`src/rtl/nf10_axis_pkg.sv`:
```
// rtl/nf10_axis_pkg.sv - nf10 stream constants: tuser field layout, default widths, arbiter states
package nf10_axis_pkg;

  localparam int DATA_W_DEF = 256;

  localparam int TUSER_LEN_LSB       = 0;
  localparam int TUSER_LEN_W         = 14;
  localparam int TUSER_IN_PORT_LSB   = TUSER_LEN_LSB + TUSER_LEN_W;
  localparam int TUSER_IN_PORT_W     = 3;
  localparam int TUSER_OUT_PORT_LSB  = TUSER_IN_PORT_LSB + TUSER_IN_PORT_W;
  localparam int TUSER_OUT_PORT_W    = 8;
  localparam int TUSER_IN_VPORT_LSB  = TUSER_OUT_PORT_LSB + TUSER_OUT_PORT_W;
  localparam int TUSER_IN_VPORT_W    = 3;
  localparam int TUSER_OUT_VPORT_LSB = TUSER_IN_VPORT_LSB + TUSER_IN_VPORT_W;
  localparam int TUSER_OUT_VPORT_W   = 8;
  localparam int TUSER_W_DEF         = TUSER_OUT_VPORT_LSB + TUSER_OUT_VPORT_W;

  localparam logic ST_IDLE = 1'b0;
  localparam logic ST_LOCK = 1'b1;

endpackage

```
`src/rtl/axis_skid_reg.sv`:
```
// rtl/axis_skid_reg.sv - 2-entry registered output stage; input ready depends only on occupancy
module axis_skid_reg #(
  parameter int DATA_W  = 256,
  parameter int TUSER_W = 36
) (
  input  logic                  axi_aclk,
  input  logic                  axi_resetn,
  input  logic [DATA_W-1:0]     s_tdata,
  input  logic [DATA_W/8-1:0]   s_tkeep,
  input  logic [TUSER_W-1:0]    s_tuser,
  input  logic                  s_tlast,
  input  logic                  s_tvalid,
  output logic                  s_tready,
  output logic [DATA_W-1:0]     m_tdata,
  output logic [DATA_W/8-1:0]   m_tkeep,
  output logic [TUSER_W-1:0]    m_tuser,
  output logic                  m_tlast,
  output logic                  m_tvalid,
  input  logic                  m_tready
);

  localparam int BEAT_W = DATA_W + DATA_W / 8 + TUSER_W + 1;

  logic [BEAT_W-1:0] in_beat;
  logic [BEAT_W-1:0] head_q;
  logic [BEAT_W-1:0] tail_q;
  logic [1:0]        count_q;
  logic              push;
  logic              pop;

  assign in_beat  = {s_tdata, s_tkeep, s_tuser, s_tlast};
  assign s_tready = (count_q != 2'd2);
  assign m_tvalid = (count_q != 2'd0);
  assign push     = s_tvalid & s_tready;
  assign pop      = m_tvalid & m_tready;
  assign {m_tdata, m_tkeep, m_tuser, m_tlast} = head_q;

  // head_q only moves on a pop (or when empty), so the output holds during a stall
  always_ff @(posedge axi_aclk or negedge axi_resetn) begin
    if (!axi_resetn) begin
      head_q  <= '0;
      tail_q  <= '0;
      count_q <= 2'd0;
    end else begin
      case (count_q)
        2'd0: begin
          if (push) begin
            head_q  <= in_beat;
            count_q <= 2'd1;
          end
        end
        2'd1: begin
          if (push && pop) begin
            head_q <= in_beat;
          end else if (push) begin
            tail_q  <= in_beat;
            count_q <= 2'd2;
          end else if (pop) begin
            count_q <= 2'd0;
          end
        end
        default: begin
          if (pop) begin
            head_q  <= tail_q;
            count_q <= 2'd1;
          end
        end
      endcase
    end
  end

endmodule

```
`src/rtl/axis_rr_packet_arbiter.sv`:
```
// rtl/axis_rr_packet_arbiter.sv - packet-granular round-robin merge of NUM_IN streams
module axis_rr_packet_arbiter
  import nf10_axis_pkg::*;
#(
  parameter int NUM_IN  = 4,
  parameter int DATA_W  = DATA_W_DEF,
  parameter int TUSER_W = TUSER_W_DEF
) (
  input  logic                          axi_aclk,
  input  logic                          axi_resetn,
  input  logic [NUM_IN*DATA_W-1:0]      s_axis_tdata,
  input  logic [NUM_IN*DATA_W/8-1:0]    s_axis_tkeep,
  input  logic [NUM_IN*TUSER_W-1:0]     s_axis_tuser,
  input  logic [NUM_IN-1:0]             s_axis_tvalid,
  input  logic [NUM_IN-1:0]             s_axis_tlast,
  output logic [NUM_IN-1:0]             s_axis_tready,
  output logic [DATA_W-1:0]             m_axis_tdata,
  output logic [DATA_W/8-1:0]           m_axis_tkeep,
  output logic [TUSER_W-1:0]            m_axis_tuser,
  output logic                          m_axis_tvalid,
  output logic                          m_axis_tlast,
  input  logic                          m_axis_tready,
  output logic [NUM_IN-1:0]             grant,
  output logic [31:0]                   pkt_count
);

  localparam int KEEP_W = DATA_W / 8;
  localparam int PTR_W  = $clog2(NUM_IN);

  logic              state_q;
  logic              state_d;
  logic [NUM_IN-1:0] grant_q;
  logic [PTR_W-1:0]  last_ptr_q;
  logic [PTR_W-1:0]  pick_idx;
  logic              pick_valid;
  logic [31:0]       cnt_q;

  logic [DATA_W-1:0]  mux_tdata;
  logic [KEEP_W-1:0]  mux_tkeep;
  logic [TUSER_W-1:0] mux_tuser;
  logic               mux_tlast;
  logic               mux_tvalid;
  logic               skid_in_valid;
  logic               skid_tready;
  logic               beat_acc;
  logic               last_acc;

  // Lowest rotation offset wins: scan downwards so the nearest requester overwrites last
  always_comb begin
    pick_valid = 1'b0;
    pick_idx   = '0;
    for (int k = NUM_IN; k >= 1; k--) begin
      if (s_axis_tvalid[(int'(last_ptr_q) + k) % NUM_IN]) begin
        pick_valid = 1'b1;
        pick_idx   = PTR_W'((int'(last_ptr_q) + k) % NUM_IN);
      end
    end
  end

  always_comb begin
    mux_tdata  = '0;
    mux_tkeep  = '0;
    mux_tuser  = '0;
    mux_tlast  = 1'b0;
    mux_tvalid = 1'b0;
    for (int i = 0; i < NUM_IN; i++) begin
      if (grant_q[i]) begin
        mux_tdata  = s_axis_tdata[i*DATA_W +: DATA_W];
        mux_tkeep  = s_axis_tkeep[i*KEEP_W +: KEEP_W];
        mux_tuser  = s_axis_tuser[i*TUSER_W +: TUSER_W];
        mux_tlast  = s_axis_tlast[i];
        mux_tvalid = s_axis_tvalid[i];
      end
    end
  end

  always_ff @(posedge axi_aclk or negedge axi_resetn) begin
    if (!axi_resetn) begin
      state_q <= ST_IDLE;
    end else begin
      state_q <= state_d;
    end
  end

  always_comb begin
    state_d = state_q;
    case (state_q)
      ST_IDLE: if (pick_valid) state_d = ST_LOCK;
      default: if (last_acc) state_d = ST_IDLE;
    endcase
  end

  always_comb begin
    s_axis_tready = '0;
    skid_in_valid = 1'b0;
    if (state_q == ST_LOCK) begin
      s_axis_tready = skid_tready ? grant_q : '0;
      skid_in_valid = mux_tvalid;
    end
  end

  assign beat_acc = skid_in_valid & skid_tready;
  assign last_acc = beat_acc & mux_tlast;

  // Grant drops on the tlast edge, forcing one idle arbitration cycle between packets
  always_ff @(posedge axi_aclk or negedge axi_resetn) begin
    if (!axi_resetn) begin
      grant_q    <= '0;
      last_ptr_q <= PTR_W'(NUM_IN - 1);
      cnt_q      <= '0;
    end else begin
      if (state_q == ST_IDLE && pick_valid) begin
        grant_q    <= NUM_IN'(1) << pick_idx;
        last_ptr_q <= pick_idx;
      end else if (last_acc) begin
        grant_q <= '0;
      end
      if (last_acc) begin
        cnt_q <= cnt_q + 32'd1;
      end
    end
  end

  assign grant     = grant_q;
  assign pkt_count = cnt_q;

  axis_skid_reg #(
    .DATA_W  (DATA_W),
    .TUSER_W (TUSER_W)
  ) u_skid (
    .axi_aclk   (axi_aclk),
    .axi_resetn (axi_resetn),
    .s_tdata    (mux_tdata),
    .s_tkeep    (mux_tkeep),
    .s_tuser    (mux_tuser),
    .s_tlast    (mux_tlast),
    .s_tvalid   (skid_in_valid),
    .s_tready   (skid_tready),
    .m_tdata    (m_axis_tdata),
    .m_tkeep    (m_axis_tkeep),
    .m_tuser    (m_axis_tuser),
    .m_tlast    (m_axis_tlast),
    .m_tvalid   (m_axis_tvalid),
    .m_tready   (m_axis_tready)
  );

endmodule
```
`config.mk`:
```
export PLATFORM = sky130hd
export DESIGN_NAME = axis_rr_packet_arbiter
export DESIGN_NICKNAME = d
export VERILOG_FILES = /design/src/rtl/nf10_axis_pkg.sv /design/src/rtl/axis_skid_reg.sv /design/src/rtl/axis_rr_packet_arbiter.sv
export SDC_FILE = /design/constraint.sdc
export NUM_CORES = 2
export LEC_CHECK = 0
export CORE_AREA = 2 2 648 650
export DETAILED_ROUTE_END_ITERATION = 6
export DIE_AREA = 0 0 650 652
export PLACE_DENSITY_LB_ADDON = 0.1
export SYNTH_ARGS = -nofsm -noshare
export SYNTH_HDL_FRONTEND = slang
export SYNTH_SLANG_ARGS = --single-unit
```
`constraint.sdc`:
```
create_clock -name axi_aclk -period 3 [get_ports axi_aclk]
set_input_delay 0.6 -clock axi_aclk [delete_from_list [all_inputs] [get_ports axi_aclk]]
set_output_delay 0.6 -clock axi_aclk [all_outputs]
set_load 0.01 [all_outputs]
```
==> results.cfg <==
[outcome]
status = finished, final reports clean

[timing]
rsz0062_at_grt = false
slew_violations = 0
clock_skew_ns = 0.104
fin_crit_sh_pct = 97.8
max_slew.worst_pin.slew_ns = 0.889
holdWs_ns = 0.440
layout_setup_ws_ns = 0.0652
setup_viol = 0
min_period_ns = 2.93
hold_viol = 0
max_slew_margin_pct = 40.8
fin_tns_setup_ns = 0
clock.fmax_mhz = 341

[place]
place_congestion = 0.850
dp_hpwl_mm = 263
io_buffers = 1672
pre_cts_ws_ns = -0.249

[clock_network]
h-tree-depth = 3
cts_tree = yes
clk_path_buf_depth = 4
cts_root_buf = clkbuf_16
clk_latency_ns = 0.86
clkSlewWorstSetupHoldPaths_ns = 0.06
cts_inserted_buffers = 106
cts_sinks = 691

[detailed_routing]
firstDrtPassIters = 5
dr_total_vias = 41879
drc = 0
vias_per_cell = 3.53
routedWlPerCell_um = 26.7
wirelength_mm = 317
drt_iter0_drc = 2497
ant_nets = 0

[setup_path]
startpoint = grant[1]
worst-r2r-cell-count = 9
rrSetupSlack_ns = 0.07
critPathKind = reg2reg
cp_max_fo = 18
worst-endpoint-arrival_ns = 3.61
critPathLaunchType = flop
worstSetupEndpoint = u_skid.head_q[23]
end_kind = flop
r2r_start = grant[1]
worstPathRequired_ns = 3.67
r2r-end = u_skid.head_q[23]

[yosys]
syn_inst = 4518
yosysUniqueCellTypes = 47
synth_seq_cells = 691
avgSynthCellArea_um2 = 8.39
ys_seq_area_share_pct = 45.6
synth_area_um2 = 37900
ys.flop_type = dfrtp_1
synth_warnings = 0
synth-edff-count = 0
syn_nets = 5826
synthArstFlopShare_pct = 100

[finish]
fin_nets = 7565
syn2layout_area_growth_pct = 78.0
layout_common_cells = clkdlybuf4s50_1, dfrtp_1, nor2_1
final_common_cell = clkdlybuf4s50_1
final_core_util_pct = 16.2
register_area_um2 = 17300
multi_input_area_um2 = 18900
fillCellCount = 46865
layout-drive-gt1-share_pct = 9.25

[floorplanning]
die_h_um = 652
die_area_um2 = 424000
die_w_um = 650
ioPinCount = 1673
initial_core_util_pct = 9.11
core_region_area_um2 = 416000
rows = 237

[global_route]
grt.total_usage_pct = 14.3
grt_pass1_vias = 41688
antenna_found_initial = 192
overflow = 0
grt_start_max_net_pins = 145
grt_pass1_wl_mm = 411

[power_and_ir_drop]
power_mw = 24.6
powerDensity_nw_per_um2 = 364
power_leakage_nw = 25.2
peakVddDrop_mv = 0.455

[min_path]
hold_path.class = in2reg

[job]
max_cap_violations = 0
==> timing repair <==
| item | CTS | global route |
|---|---|---|
| hold endpoints to repair | 32 | 0 |
| pin swaps | 2 | 0 |
| gates resized for setup | 23 | 5 |
| gates cloned | 2 | 1 |
| setup endpoints to repair | 24 | 13 |
| hold buffers | 1 | 0 |
| setup buffers | 13 | 0 |
==> routing by layer <==
| layer | up-vias | share of wire, % | global-route usage, % |
|---|---|---|---|
| met5 | - | 0.14 | 0 |
| li1 | 19576 | - | - |
| met3 | 429 | 6.3 | 3.46 |
| met4 | 68 | 2.0 | 2.64 |
| met2 | 1434 | 51 | 26.1 |
| met1 | 20372 | 40 | 16.9 |
==> power breakdown <==
group          internal, mW  total [mW]         switching (mW)
clock                  7.86        13.0                   5.11
combinational          1.53        2.27                  0.736
sequential             9.33        9.33  0.0000000000000000353
total                  18.7        24.6                   5.85
==> sequential cells by signal, summed over array words and instances (netlist names) <==
signal and count:
grant 4, u_skid.count_q 2, state_q 1, u_skid.head_q 325, pkt_count 32, last_ptr_q 2, u_skid.tail_q 325
==> area by class of cell <==
class	count	area share (%)
multi-input cells	3379	28.0
inverters	10	0.0668
clock inverters	27	0.632
repair buffers	2069	30.7
well taps	5497	10.2
flip-flops and latches	691	25.7
clock buffers	158	4.55
diodes	30	0.111
==> synthesized netlist by cell type, drive strengths merged, types with 2 or more instances <==
master / count / area share (%)
mux2i: 4 / 0.11
nand3: 13 / 0.17
o32ai: 4 / 0.092
a21oi: 655 / 8.6
and4: 3 / 0.069
o21ai: 6 / 0.079
xnor2: 28 / 0.65
nor3: 324 / 4.3
clkbuf: 314 / 3.1
nand2: 344 / 3.4
a221oi: 323 / 7.5
o31ai: 324 / 6.4
inv: 10 / 0.099
nor2: 656 / 6.5
and2: 328 / 5.4
nor4b: 2 / 0.086
dfstp: 2 / 0.14
buf: 124 / 1.6
nand4: 8 / 0.13
nor2b: 325 / 5.4
xor2: 3 / 0.069
dfrtp: 689 / 45
and3: 9 / 0.15
==> worst min path at each step <==
stage | startpoint | to | slack (ns) | cells after the start
after global routing | m_axis_tready | u_skid.count_q[1] | 0.38 | 2
after detailed placement | u_skid.head_q[180] | u_skid.head_q[180] | 0.47 | 2
after floorplan | axi_resetn | grant[0] | 0.30 | 0
after CTS | m_axis_tready | u_skid.count_q[1] | 0.32 | 2
final | m_axis_tready | u_skid.count_q[1] | 0.44 | 2
after global placement | u_skid.head_q[320] | u_skid.head_q[320] | 0.46 | 2
==> metrics by stage <==
step,area [µm²],std cells
after CTS,67300,11830
after detailed placement,63600,11629
final,67500,11861
after global placement,63600,11629
after global routing,67400,11840
after floorplan,37900,4518
==> worst max-delay path: stages (launching register included) <==
cell,delay [ns]
dfrtp_4,0.54
nor2b_4,0.19
buf_12,0.20
buf_4,0.30
a221oi_1,0.13
nor3_1,0.52
buf_4,0.29
a21oi_1,0.07
and2_1,0.17
o31ai_1,0.23
==> cells by family (layout without fill, tap and decap cells) <==
logic type               Yosys count  count (layout)  synth area share (%)
AO/OA/AOI/OAI                   1323            1323                  22.9
XOR/XNOR                          31              31                 0.716
adder cells (fa/ha/maj)            1               1                0.0330
buffers and inverters            448            2264                  4.81
flip-flops                       691             691                  45.6
multiplexers                       5               5                 0.135
other                              0              30                     0
AND/OR/NAND/NOR                 2019            2019                  25.8
Power figures use the tool's default switching activity.
